### config.mk
export PLATFORM = sky130hd
export DESIGN_NAME = sym_dn_lut_loader
export DESIGN_NICKNAME = d
export VERILOG_FILES = /design/src/rtl/sym_dn_lut_pkg.sv /design/src/rtl/sym_dn_lut_ser.sv /design/src/rtl/sym_dn_lut_loader.sv
export SDC_FILE = /design/constraint.sdc
export NUM_CORES = 1
export LEC_CHECK = 0
export ABC_AREA = 1
export BUFFER_PORTS_ARGS = -buffer_cell sky130_fd_sc_hd__buf_2
export CORE_MARGIN = 4
export CORE_UTILIZATION = 49
export DETAILED_ROUTE_END_ITERATION = 7
export HOLD_SLACK_MARGIN = 0.05
export PLACE_DENSITY = 0.74
export SLEW_MARGIN = 20
export SYNTH_ARGS = -nofsm -noshare
export SYNTH_HDL_FRONTEND = slang
export SYNTH_SLANG_ARGS = --single-unit
### constraint.sdc
create_clock -name write_clk -period 1.3 [get_ports write_clk]
set_input_delay 0.13 -clock write_clk [delete_from_list [all_inputs] [get_ports write_clk]]
set_output_delay 0.13 -clock write_clk [all_outputs]
set_load 0.01 [all_outputs]
### src/rtl/sym_dn_lut_pkg.sv
// rtl/sym_dn_lut_pkg.sv - shared types, defaults and geometry helpers for the decision-node LUT loader
// The VERIFY state only exists when SYM_DN_LUT_VERIFY_EN is defined.
package sym_dn_lut_pkg;

  localparam int DEF_LUT_DEPTH = 128;
  localparam int DEF_ADDR_W    = 7;
  localparam int DEF_WORD_W    = 16;
  localparam int WORDS_PER_LUT = DEF_LUT_DEPTH / DEF_WORD_W;

  typedef enum logic [1:0] {
    ST_IDLE   = 2'd0,
    ST_LOAD   = 2'd1,
    ST_DONE   = 2'd2
`ifdef SYM_DN_LUT_VERIFY_EN
    , ST_VERIFY = 2'd3
`endif
  } state_e;

  // Depth must be a power of two addressed exactly by ADDR_W, and whole words must fill it.
  function automatic bit lut_geom_ok(input int depth, input int addr_w, input int word_w);
    return (depth == 2 ** addr_w) && (word_w > 0) && ((depth % word_w) == 0);
  endfunction

  function automatic int cnt_width(input int n);
    return (n > 1) ? $clog2(n) : 1;
  endfunction

endpackage

### src/rtl/sym_dn_lut_ser.sv
// rtl/sym_dn_lut_ser.sv - word buffer and LSB-first bit serialiser feeding the LUT write port
// s_ready is raised while the last buffered bit is on the output so words stream without gaps.
module sym_dn_lut_ser
  import sym_dn_lut_pkg::*;
#(
  parameter int WORD_W  = DEF_WORD_W,
  parameter int N_WORDS = WORDS_PER_LUT
) (
  input  logic              clk,
  input  logic              rstn,
  input  logic              start,
  input  logic [WORD_W-1:0] s_data,
  input  logic              s_valid,
  output logic              s_ready,
  output logic              bit_data,
  output logic              bit_valid
);

  localparam int CNT_W = cnt_width(WORD_W);
  localparam int WC_W  = $clog2(N_WORDS + 1);

  logic [WORD_W-1:0] sh_q, sh_d;
  logic [CNT_W-1:0]  rem_q, rem_d;
  logic [WC_W-1:0]   words_q, words_d;
  logic              active_q, active_d;
  logic              s_ready_q, s_ready_d;
  logic              bit_q, bit_d;
  logic              vld_q, vld_d;
  logic              accept;

  always_comb begin
    accept   = s_valid && s_ready_q;
    sh_d     = sh_q;
    rem_d    = rem_q;
    words_d  = words_q;
    bit_d    = bit_q;
    vld_d    = 1'b0;
    if (start) begin
      sh_d    = '0;
      rem_d   = '0;
      words_d = '0;
    end else if (accept) begin
      bit_d   = s_data[0];
      vld_d   = 1'b1;
      sh_d    = s_data >> 1;
      rem_d   = CNT_W'(WORD_W - 1);
      words_d = words_q + WC_W'(1);
    end else if (rem_q != '0) begin
      bit_d   = sh_q[0];
      vld_d   = 1'b1;
      sh_d    = sh_q >> 1;
      rem_d   = rem_q - CNT_W'(1);
    end
    // Once the final word is taken the source is shut off until the next start.
    if (start) begin
      active_d = 1'b1;
    end else if (words_d == WC_W'(N_WORDS)) begin
      active_d = 1'b0;
    end else begin
      active_d = active_q;
    end
    s_ready_d = active_d && (rem_d == '0);
  end

  always_ff @(posedge clk or negedge rstn) begin
    if (!rstn) begin
      sh_q      <= '0;
      rem_q     <= '0;
      words_q   <= '0;
      active_q  <= 1'b0;
      s_ready_q <= 1'b0;
      bit_q     <= 1'b0;
      vld_q     <= 1'b0;
    end else begin
      sh_q      <= sh_d;
      rem_q     <= rem_d;
      words_q   <= words_d;
      active_q  <= active_d;
      s_ready_q <= s_ready_d;
      bit_q     <= bit_d;
      vld_q     <= vld_d;
    end
  end

  assign s_ready   = s_ready_q;
  assign bit_data  = bit_q;
  assign bit_valid = vld_q;

endmodule

### src/rtl/sym_dn_lut_loader.sv
// rtl/sym_dn_lut_loader.sv - write-side engine loading the 128x1 decision-node LUT RAM
// Optional readback checksum (rb_addr, lut_rd_data, verify_err) under SYM_DN_LUT_VERIFY_EN.
module sym_dn_lut_loader
  import sym_dn_lut_pkg::*;
#(
  parameter int LUT_DEPTH = DEF_LUT_DEPTH,
  parameter int ADDR_W    = DEF_ADDR_W,
  parameter int WORD_W    = DEF_WORD_W
) (
  input  logic              write_clk,
  input  logic              rstn,
  input  logic              load_start,
  input  logic [WORD_W-1:0] s_data,
  input  logic              s_valid,
  output logic              s_ready,
  output logic [ADDR_W-1:0] write_addr,
  output logic              lut_in,
  output logic              we,
  output logic              load_busy,
  output logic              load_done
`ifdef SYM_DN_LUT_VERIFY_EN
  ,
  output logic [ADDR_W-1:0] rb_addr,
  input  logic              lut_rd_data,
  output logic              verify_err
`endif
);

  if (!lut_geom_ok(LUT_DEPTH, ADDR_W, WORD_W)) begin : g_geom_err
    $error("sym_dn_lut_loader: LUT_DEPTH must be 2**ADDR_W and a multiple of WORD_W");
  end

  state_e            state_q, state_d;
  logic [ADDR_W-1:0] write_addr_q, write_addr_d;
  logic              busy_q, busy_d;
  logic              done_q, done_d;
  logic              start;

`ifdef SYM_DN_LUT_VERIFY_EN
  localparam int CNT_W = cnt_width(WORD_W);
  logic [ADDR_W-1:0] rb_addr_q, rb_addr_d;
  logic [WORD_W-1:0] wr_acc_q, wr_acc_d;
  logic [WORD_W-1:0] rd_acc_q, rd_acc_d;
  logic              cmp_q, cmp_d;
  logic              verify_err_q, verify_err_d;
  logic              accept;
`endif

  assign start = (state_q == ST_IDLE) && load_start;

  sym_dn_lut_ser #(
    .WORD_W (WORD_W),
    .N_WORDS(LUT_DEPTH / WORD_W)
  ) u_ser (
    .clk      (write_clk),
    .rstn     (rstn),
    .start    (start),
    .s_data   (s_data),
    .s_valid  (s_valid),
    .s_ready  (s_ready),
    .bit_data (lut_in),
    .bit_valid(we)
  );

  always_comb begin
    state_d      = state_q;
    busy_d       = busy_q;
    done_d       = 1'b0;
    // The address advances only after a bit has actually been written, so starvation holds it.
    write_addr_d = we ? write_addr_q + ADDR_W'(1) : write_addr_q;
`ifdef SYM_DN_LUT_VERIFY_EN
    accept       = s_valid && s_ready;
    rb_addr_d    = rb_addr_q;
    wr_acc_d     = wr_acc_q;
    rd_acc_d     = rd_acc_q;
    cmp_d        = cmp_q;
    verify_err_d = verify_err_q;
`endif
    case (state_q)
      ST_IDLE: begin
        if (load_start) begin
          state_d = ST_LOAD;
          busy_d  = 1'b1;
`ifdef SYM_DN_LUT_VERIFY_EN
          rb_addr_d    = '0;
          wr_acc_d     = '0;
          rd_acc_d     = '0;
          cmp_d        = 1'b0;
          verify_err_d = 1'b0;
`endif
        end
      end
      ST_LOAD: begin
`ifdef SYM_DN_LUT_VERIFY_EN
        if (accept) begin
          wr_acc_d = wr_acc_q ^ s_data;
        end
`endif
        if (we && (write_addr_q == ADDR_W'(LUT_DEPTH - 1))) begin
`ifdef SYM_DN_LUT_VERIFY_EN
          state_d = ST_VERIFY;
`else
          state_d = ST_DONE;
          busy_d  = 1'b0;
          done_d  = 1'b1;
`endif
        end
      end
`ifdef SYM_DN_LUT_VERIFY_EN
      ST_VERIFY: begin
        if (cmp_q) begin
          cmp_d        = 1'b0;
          verify_err_d = verify_err_q | (wr_acc_q != rd_acc_q);
          state_d      = ST_DONE;
          busy_d       = 1'b0;
          done_d       = 1'b1;
        end else begin
          // Bit i of every word lands at an address with low bits i, so XOR it straight into that lane.
          rd_acc_d[rb_addr_q[CNT_W-1:0]] = rd_acc_q[rb_addr_q[CNT_W-1:0]] ^ lut_rd_data;
          rb_addr_d = rb_addr_q + ADDR_W'(1);
          if (rb_addr_q == ADDR_W'(LUT_DEPTH - 1)) begin
            cmp_d = 1'b1;
          end
        end
      end
`endif
      ST_DONE: begin
        state_d = ST_IDLE;
      end
      default: begin
        state_d = ST_IDLE;
        busy_d  = 1'b0;
      end
    endcase
  end

  always_ff @(posedge write_clk or negedge rstn) begin
    if (!rstn) begin
      state_q      <= ST_IDLE;
      write_addr_q <= '0;
      busy_q       <= 1'b0;
      done_q       <= 1'b0;
`ifdef SYM_DN_LUT_VERIFY_EN
      rb_addr_q    <= '0;
      wr_acc_q     <= '0;
      rd_acc_q     <= '0;
      cmp_q        <= 1'b0;
      verify_err_q <= 1'b0;
`endif
    end else begin
      state_q      <= state_d;
      write_addr_q <= write_addr_d;
      busy_q       <= busy_d;
      done_q       <= done_d;
`ifdef SYM_DN_LUT_VERIFY_EN
      rb_addr_q    <= rb_addr_d;
      wr_acc_q     <= wr_acc_d;
      rd_acc_q     <= rd_acc_d;
      cmp_q        <= cmp_d;
      verify_err_q <= verify_err_d;
`endif
    end
  end

  assign write_addr = write_addr_q;
  assign load_busy  = busy_q;
  assign load_done  = done_q;
`ifdef SYM_DN_LUT_VERIFY_EN
  assign rb_addr    = rb_addr_q;
  assign verify_err = verify_err_q;
`endif

endmodule

==> results of run 1 <==
-- logic make-up after synthesis --
group,count (synthesis)
adders and majority gates,3
and+or+nand+nor,75
xor gates and xnor gates,6
AOI/OAI and AO/OA,41
buffers and inverters,44
DFF,38
-- report_power, final --
part	switching (mW)	leakage (nW)	internal, mW	total [mW]
Clock	0.394	0.0482	0.427	0.821
Sequential	0	0.503	1.18	1.18
Combinational	0.0330	0.812	0.0280	0.0610
Total	0.427	1.36	1.64	2.06
-- metrics by stage --
step | TNS, ns | util
global placement | -0.0721 | 0.613
detailed placement | -0.291 | 0.613
CTS | 0 | 0.652
floorplan | 0 | -
finish | 0 | 0.700
global route | -0.453 | 0.700
-- per-layer routing --
layer / track usage / up-vias / wire (um)
met5: 0 / - / 0
met4: 0.0716 / 0 / 49
met3: 0.0581 / 4 / 251
met2: 0.254 / 52 / 1860
met1: 0.215 / 721 / 1750
li1: - / 776 / -
-- critical path: stages (launching register included) --
cell and delay [ns]:
dfrtp_1 0.40, inv_2 0.09, ha_4 0.17, nand2_4 0.07, inv_4 0.08, nand2_4 0.05
nand2_4 0.10, buf_12 0.14, o22ai_2 0.06
-- path summary, 6_finish.rpt --
kind / startpoint / end / slack [ns] / cells after the start
max in group asynchronous: rstn / u_ser.rem_q[3] / 0.77 / 3
min in group asynchronous: rstn / write_addr[0] / 0.33 / 3
worst max register to register: u_ser.rem_q[1] / u_ser.sh_q[13] / 0.003 / 8
worst max-delay path: u_ser.rem_q[1] / u_ser.sh_q[13] / 0.003 / 8
worst min-delay path: s_data[15] / u_ser.sh_q[14] / 0.11 / 3
worst min register to register: state_q[1] / load_done / 0.48 / 1
-- sequential cells by signal (all words and copies together), names as in the netlist, 2 cells and up --
name,count
u_ser.sh_q,15
write_addr,7
u_ser.words_q,4
u_ser.rem_q,4
state_q,2
-- synth_stat cells, drive strengths merged (3+ instances only) --
| cell | n | share of area |
|---|---|---|
| a31oi | 5 | 0.017 |
| dfrtp | 38 | 0.52 |
| buf | 5 | 0.027 |
| o21ai | 18 | 0.051 |
| inv | 38 | 0.078 |
| o22ai | 14 | 0.048 |
| nand2 | 42 | 0.093 |
| nor2 | 8 | 0.018 |
| ha | 3 | 0.020 |
| xor2 | 4 | 0.019 |
| nor3 | 3 | 0.0082 |
| nand3 | 19 | 0.066 |
-- cell type report --
type	count	area [um2]	area share
clock inverters	1	5.00	0.00206
well taps	46	57.6	0.0237
multi-input cells	127	838	0.345
flip-flops and latches	38	952	0.392
inverters	38	145	0.0598
clock buffers	7	86.3	0.0356
repair buffers	49	343	0.141
-- repair_timing --
item | in CTS | in global routing
pin swaps | 1 | 13
hold buffers | 1 | 0
hold endpoints to repair | 38 | 0
buffers inserted | 1 | 5
cloned | 1 | 1
gates resized for setup | 6 | 29
setup endpoints to repair | 17 | 23
==> flow_metrics.env, run 1 <==
export IMPL_p_leak_nw=1.36
export IMPL_worst_pin_slew_ns=0.302
export IMPL_dp_cells=289
export IMPL_chipHeight_um=69.1
export IMPL_cts_made_buffers=5
export IMPL_dpl_cell_area_um2=2130
export IMPL_drt_first_pass_iters=4
export IMPL_power_mw=2.06
export IMPL_core_um2=3470
export IMPL_num_io_pins=32
export IMPL_drc=0
export IMPL_final_area_um2=2430
export IMPL_layout_common_cells="37 x dfrtp_1, 36 x nand2_1, 31 x buf_2"
export IMPL_cp_required_ns=1.46
export IMPL_num_vias=1553
export IMPL_relSlewSlack=0.797
export IMPL_whs_ns=0.109
export IMPL_yosysSeqAreaShare=0.519
export IMPL_syn_nets=230
export IMPL_outcome="completed"
export IMPL_finalCriticalPeriod_ns=1.30
export IMPL_ys_ff_latch=38
export IMPL_ir_worst_vdd_v=0.000622
export IMPL_layoutNonFillerInstCount=306
export IMPL_overflow=0
export IMPL_antenna_cells=0
export IMPL_crit_path_start_kind="flip-flop"
export IMPL_path_class="flip-flop to flip-flop"
export IMPL_synth_top_family_by_area="simple AND/OR/NAND/NOR gates"
export IMPL_max_clock_path_buffers=2
export IMPL_dp_hpwl_um=2420
export IMPL_cts_sinks=38
export IMPL_cts_tree="built"
export IMPL_power_density_cell_area_nw_per_um2=850
export IMPL_fmax_ghz=0.771
export IMPL_pre_cts_ws_ns=-0.0312
export IMPL_wl_per_cell_um=12.8
export IMPL_die_w_um=69.1
export IMPL_post_synth_instance_area_um2=1830
export IMPL_path_clk_slew_ns=0.07
export IMPL_grt_pass1_wl_um=6350
export IMPL_synth_edf_count=0
export IMPL_synthMuxAreaShare=0
export IMPL_initial_core_util=0.528
export IMPL_first_iter_violations=63
export IMPL_h_tree_depth=2
export IMPL_yosys_area_share_simple=0.195
export IMPL_yosys_most_used_dff="dfrtp_1"
export IMPL_hold_path_class="primary input to flip-flop"
export IMPL_numPortBuffers=31
export IMPL_avgSynthCellArea_um2=8.85
export IMPL_dieArea_um2=4780
export IMPL_rsz0062_at_grt="yes"
export IMPL_fin_skew_ns=0.00672
export IMPL_crit_arrival_ns=1.46
export IMPL_ys_warn_count=0
export IMPL_synthArstFlopShare=1.00
export IMPL_antenna_found_initial=0
export IMPL_drv_slew=0
export IMPL_setup_viol=0
export IMPL_rows=21
export IMPL_clock_latency_ns=0.29
export IMPL_maxCapViolCount=0
export IMPL_fin_ws_ns=0.00306
export IMPL_drive_gt1_frac=0.365
export IMPL_grt_pass1_vias=1415
export IMPL_synthAdderAreaFrac=0.0205
export IMPL_path_max_fanout=8
export IMPL_crit_path_end_kind="flip-flop"
export IMPL_wl_um=3910
export IMPL_layout_commonest_cell="dfrtp_1"
export IMPL_grt_usage=0.167
export IMPL_fin_crit_sh=0.998
export IMPL_synth_compound_area_share=0.130
export IMPL_gp_congestion=0.729
export IMPL_num_nets_final=282
export IMPL_flow_area_growth_from_synthesis_pct=32.5
export IMPL_grt_max_degree=39
export IMPL_final_hold_violation_count=0
export IMPL_synth_xor_area_frac=0.0287
export IMPL_synthCells=207
export IMPL_via_per_inst=5.08
export IMPL_synth_cell_type_count=26
export IMPL_clockRootBuffer="clkbuf_8"
export IMPL_n_fill_cell=277
export IMPL_ant_nets=0
No activity file was read; power rests on OpenSTA's default activity.
==> run 2, diff against run 1 <==
SETUP_SLACK_MARGIN = 0.2   (was default)
==> flow_metrics.env, run 2 (same netlist as run 1, synthesis figures left out) <==
export IMPL_outcome="finished, violations left"
export IMPL_violations="negative setup slack"
export IMPL_wl_um=4380
export IMPL_power_density_cell_area_nw_per_um2=781
export IMPL_grt_pass1_vias=1487
export IMPL_crit_path_start_kind="flip-flop"
export IMPL_antenna_found_initial=0
export IMPL_reg2reg_slack_ns=-0.02
export IMPL_grt_usage=0.175
export IMPL_rr_startpoint="u_ser.rem_q[1]"
export IMPL_crit_path_end="u_ser.sh_q[8]"
export IMPL_dp_hpwl_um=2420
export IMPL_largest_reg_flops=15
export IMPL_dp_cells=286
export IMPL_fin_ws_ns=-0.0174
export IMPL_chipHeight_um=69.1
export IMPL_overflow=0
export IMPL_fin_crit_sh=1.01
export IMPL_core_um2=3470
export IMPL_drt_first_pass_iters=4
export IMPL_cts_tree="built"
export IMPL_cpPeakStageDelay_ns=0.39
export IMPL_cts_made_buffers=5
export IMPL_layoutNonFillerInstCount=315
export IMPL_drc=0
export IMPL_p_comb_frac=0.028
export IMPL_antenna_cells=0
export IMPL_path_max_fanout=6
export IMPL_drive_gt1_frac=0.424
export IMPL_die_w_um=69.1
export IMPL_crit_path_end_kind="flip-flop"
export IMPL_rows=21
export IMPL_cp_num_buf_inv=3
export IMPL_crit_start="u_ser.rem_q[1]"
export IMPL_dieArea_um2=4780
export IMPL_n_fill_cell=238
export IMPL_cp_required_ns=1.47
export IMPL_grt_max_degree=39
export IMPL_initial_core_util=0.528
export IMPL_wl_per_cell_um=13.9
export IMPL_r2r_worst_path_cells=8
export IMPL_via_per_inst=5.05
export IMPL_worst_pin_slew_ns=0.475
export IMPL_r2r_end="u_ser.sh_q[8]"
export IMPL_relSlewSlack=0.683
export IMPL_gp_congestion=0.732
export IMPL_cp_top_family="flip-flops"
export IMPL_num_vias=1591
export IMPL_sequentialPowerShare=0.570
export IMPL_h_tree_depth=2
export IMPL_layout_commonest_cell="dfrtp_1"
export IMPL_ant_nets=0
export IMPL_clkPwrFrac=0.402
export IMPL_p_int_mw=1.63
export IMPL_flow_area_growth_from_synthesis_pct=44.7
export IMPL_rsz0062_at_grt="yes"
export IMPL_multi_input_area_um2=916
export IMPL_hold_path_class="primary input to flip-flop"
export IMPL_cp_slowest_cell="dfrtp_1"
export IMPL_grt_pass1_wl_um=6750
export IMPL_clock_latency_ns=0.29
export IMPL_holdPathStages=3
export IMPL_swShare=0.211
export IMPL_top_register="u_ser.sh_q"
export IMPL_path_class="flip-flop to flip-flop"
export IMPL_fin_skew_ns=0.00421
export IMPL_crit_chain="inv_2 > ha_4 > nand2_4 > inv_4 > nand2_4 > nand2_8 > clkbuf_16 > o22ai_1"
export IMPL_setup_viol=5
export IMPL_finalCriticalPeriod_ns=1.32
export IMPL_layout_common_cells="37 x dfrtp_1, 31 x nand2_1, 29 x inv_1, 29 x buf_2, 15 x buf_4"
export IMPL_p_switching_mw=0.438
export IMPL_drv_slew=0
export IMPL_numPortBuffers=31
export IMPL_num_nets_final=291
export IMPL_crit_cells=8
export IMPL_first_iter_violations=112
export IMPL_max_clock_path_buffers=2
export IMPL_p_leak_nw=1.50
export IMPL_register_area_um2=952
export IMPL_cp_common_cell="nand2_4"
export IMPL_whs_ns=0.108
export IMPL_num_io_pins=32
export IMPL_final_hold_violation_count=0
export IMPL_clockRootBuffer="clkbuf_8"
export IMPL_ir_worst_vdd_v=0.000566
export IMPL_maxCapViolCount=0
export IMPL_crit_arrival_ns=1.49
export IMPL_fmax_ghz=0.759
export IMPL_cts_sinks=38
export IMPL_path_clk_slew_ns=0.07
run 2: cell types whose count changed in the layout (fill, tap and decap cells not counted), sizes merged:
cell / delta
bufbuf: +1
clkbuf: +1
buf: +7
run 2: worst register-to-register path, stage by stage, from the launching register on:
cell and delay, ns:
dfrtp_1 0.39, inv_2 0.10, ha_4 0.18, nand2_4 0.07, inv_4 0.10, nand2_4 0.07
nand2_8 0.09, clkbuf_16 0.14, o22ai_1 0.06
run 2: power groups by stage:
stage / registers [mW] / logic, mW / clock network [mW]
after floorplan: 1.20 / 0.0000140 / 0
after global placement: 1.20 / 0.0534 / 0
after detailed placement: 1.20 / 0.0542 / 0
after CTS: 1.18 / 0.0583 / 0.853
after global routing: 1.18 / 0.0673 / 0.894
final: 1.18 / 0.0578 / 0.832
run 2: how the worst min path moves through the flow:
stage | slack, ns | to | from
after floorplan | -0.17 | load_busy | rstn
after global placement | 0.20 | write_addr[2] | rstn
after detailed placement | 0.21 | write_addr[2] | rstn
after CTS | 0.09 | u_ser.sh_q[14] | s_data[15]
after global routing | 0.12 | u_ser.bit_data | s_data[0]
final | 0.11 | u_ser.sh_q[14] | s_data[15]
run 2: cell type report:
type                       instances  share of cell area
clock inverter                     1             0.00189
sequential                        38               0.359
clock buffer                       7              0.0326
inverter                          38              0.0566
multi-input combinational        127               0.345
timing repair buffer              58               0.183
tap                               46              0.0217
run 2: metrics by stage:
step | power, mW | setup WS [ns] | utilization | setup TNS, ns | instance area, um2
after floorplan | 1.20 | 0.0874 | - | 0 | 1850
after global placement | 1.26 | 0.0279 | 0.604 | 0 | 2090
after detailed placement | 1.26 | -0.0168 | 0.604 | -0.0774 | 2090
after CTS | 2.09 | 0.0308 | 0.675 | 0 | 2340
after global routing | 2.14 | -0.0768 | 0.764 | -1.16 | 2650
final | 2.07 | -0.0174 | 0.764 | -0.0508 | 2650
run 2: layer usage:
layer / track usage / vias to the layer above / part of all wire
met5: 0 / - / 0
met4: 0.0716 / 0 / 0.017
met3: 0.0392 / 8 / 0.050
met2: 0.285 / 44 / 0.49
met1: 0.225 / 733 / 0.44
li1: - / 806 / -
run 2: repair_timing:
item / 4_1_cts / 5_1_grt
gates cloned: 2 / 2
setup buffers: 7 / 9
pin swaps: 11 / 18
hold buffers: 1 / 0
setup endpoints to repair: 29 / 36
gates resized for setup: 14 / 45
endpoints found under the hold margin: 38 / 0
==> run 3, diff against run 2 <==
clock period = 1.15 ns   (was 1.3 ns; I/O delays follow)
==> flow_metrics.env, run 3 (same netlist as run 1, synthesis figures left out) <==
export IMPL_rsz0062_at_grt="yes"
export IMPL_outcome="finished, violations left"
export IMPL_clkPwrFrac=0.401
export IMPL_flow_area_growth_from_synthesis_pct=51.2
export IMPL_grt_pass1_vias=1563
export IMPL_hold_path_class="primary input to flip-flop"
export IMPL_num_vias=1666
export IMPL_dr_wl_met3_um=190
export IMPL_violations="negative setup slack"
export IMPL_largest_reg_flops=15
export IMPL_grt_usage=0.187
export IMPL_rows=21
export IMPL_path_class="flip-flop to flip-flop"
export IMPL_wl_per_cell_um=13.2
export IMPL_crit_arrival_ns=1.52
export IMPL_gp_congestion=0.738
export IMPL_top_register="u_ser.sh_q"
export IMPL_ir_worst_vdd_v=0.000911
export IMPL_antenna_cells=0
export IMPL_fmax_ghz=0.771
export IMPL_fin_setup_tns_ns=-2.34
export IMPL_die_w_um=69.1
export IMPL_p_leak_nw=1.58
export IMPL_swShare=0.211
export IMPL_grt_pass1_wl_um=7110
export IMPL_ant_nets=0
export IMPL_overflow=0
export IMPL_path_clk_slew_ns=0.07
export IMPL_wl_met1_um=1800
export IMPL_initial_core_util=0.528
export IMPL_final_hold_violation_count=0
export IMPL_sequentialPowerShare=0.570
export IMPL_drive_gt1_frac=0.433
export IMPL_worst_pin_slew_ns=0.255
export IMPL_drc=0
export IMPL_cts_tree="built"
export IMPL_num_io_pins=32
export IMPL_max_clock_path_buffers=2
export IMPL_crit_path_start_kind="flip-flop"
export IMPL_grt_max_degree=39
export IMPL_via_per_inst=4.97
export IMPL_wl_um=4410
export IMPL_dieArea_um2=4780
export IMPL_fin_skew_ns=0.00771
export IMPL_first_iter_violations=63
export IMPL_p_int_mw=1.85
export IMPL_path_max_fanout=6
export IMPL_dp_hpwl_um=2600
export IMPL_clockRootBuffer="clkbuf_8"
export IMPL_finalCriticalPeriod_ns=1.30
export IMPL_layout_common_cells="37 x dfrtp_1, 35 x nand2_1, 27 x inv_1, 27 x buf_2, 27 x buf_4"
export IMPL_h_tree_depth=2
export IMPL_relSlewSlack=0.828
export IMPL_layout_commonest_cell="dfrtp_1"
export IMPL_cts_sinks=38
export IMPL_post_route_util=0.798
export IMPL_setup_viol=27
export IMPL_drt_first_pass_iters=4
export IMPL_power_density_cell_area_nw_per_um2=847
export IMPL_antenna_found_initial=0
export IMPL_num_nets_final=311
export IMPL_p_switching_mw=0.494
export IMPL_top_layer="met4"
export IMPL_chipHeight_um=69.1
export IMPL_core_um2=3470
export IMPL_crit_path_end_kind="flip-flop"
export IMPL_maxCapViolCount=0
export IMPL_numPortBuffers=31
export IMPL_p_comb_frac=0.029
export IMPL_clock_latency_ns=0.30
export IMPL_fin_ws_ns=-0.146
export IMPL_wl_met2_um=2340
export IMPL_drv_slew=0
export IMPL_cts_made_buffers=5
export IMPL_fin_crit_sh=1.13
export IMPL_cp_required_ns=1.37
==> run 3: cell types whose count changed in the layout (fill, tap and decap cells not counted), moves of 4 or more <==
cell | previous run | this run
buf_4 | 15 | 27
buf_6 | 7 | 19
nand2_1 | 31 | 35
nand2_2 | 5 | 1
o22ai_1 | 5 | 11
o22ai_2 | 8 | 3
==> run 3: power by group through the flow <==
stage               logic (mW)  clock network, mW  registers [mW]
floorplan            0.0000157                  0            1.36
detailed placement      0.0667                  0            1.36
global route            0.0804               1.02            1.33
finish                  0.0687              0.940            1.34
global placement        0.0664                  0            1.36
CTS                     0.0698              0.956            1.34
==> run 3: timing repair <==
action | 4_1_cts | 5_1_grt
gates resized for setup | 37 | 18
buffers inserted | 10 | 8
endpoints found under the hold margin | 38 | 0
hold buffers | 1 | 0
endpoints found under the setup margin | 45 | 49
pin swaps | 17 | 15
cloned | 1 | 0
==> run 3: worst paths after layout <==
| check | slack (ns) | start | end | cells after the start |
|---|---|---|---|---|
| worst max-delay path | -0.15 | u_ser.rem_q[0] | u_ser.s_ready | 8 |
| worst min-delay path | 0.1 | s_data[15] | u_ser.sh_q[14] | 3 |
| worst max register to register | -0.15 | u_ser.rem_q[0] | u_ser.s_ready | 8 |
| worst min register to register | 0.53 | load_busy | load_busy | 2 |
| max in group asynchronous | 0.63 | rstn | u_ser.bit_valid | 3 |
| min in group asynchronous | 0.32 | rstn | u_ser.sh_q[8] | 3 |
==> run 3: final cells by class <==
| type | instances | area (um2) |
|---|---|---|
| sequential | 38 | 952 |
| multi-input combinational | 126 | 856 |
| fill | 223 | 699 |
| timing repair buffer | 79 | 662 |
| inverter | 38 | 150 |
| clock buffer | 7 | 86.3 |
| tap | 46 | 57.6 |
| clock inverter | 1 | 5.00 |
==> run 3: through the flow <==
stage / instance area [um2] / hold slack (ns) / total power, mW / cells / worst slack (ns)
2_1_floorplan: 1870 / -0.181 / 1.36 / 207 / -0.0626
3_3_place_gp: 2310 / 0.0925 / 1.43 / 307 / -0.0927
3_5_place_dp: 2310 / 0.0964 / 1.43 / 307 / -0.110
4_1_cts: 2650 / 0.0736 / 2.36 / 327 / -0.108
5_1_grt: 2770 / 0.103 / 2.43 / 335 / -0.243
6_report: 2770 / 0.0952 / 2.34 / 335 / -0.146
==> run 3: worst max-delay path, stage by stage, from the launching register on <==
cell and delay, ns:
dfrtp_1 0.39, inv_2 0.08, ha_4 0.18, a21oi_1 0.08, nand2_1 0.09, nand3_1 0.08
o21bai_1 0.15, nand2_1 0.09, nor2_1 0.09
==> run 3: routing by layer <==
layer	vias up	global-route usage
li1	833	-
met3	8	0.0538
met1	789	0.238
met5	-	0
met2	36	0.302
met4	0	0.0651
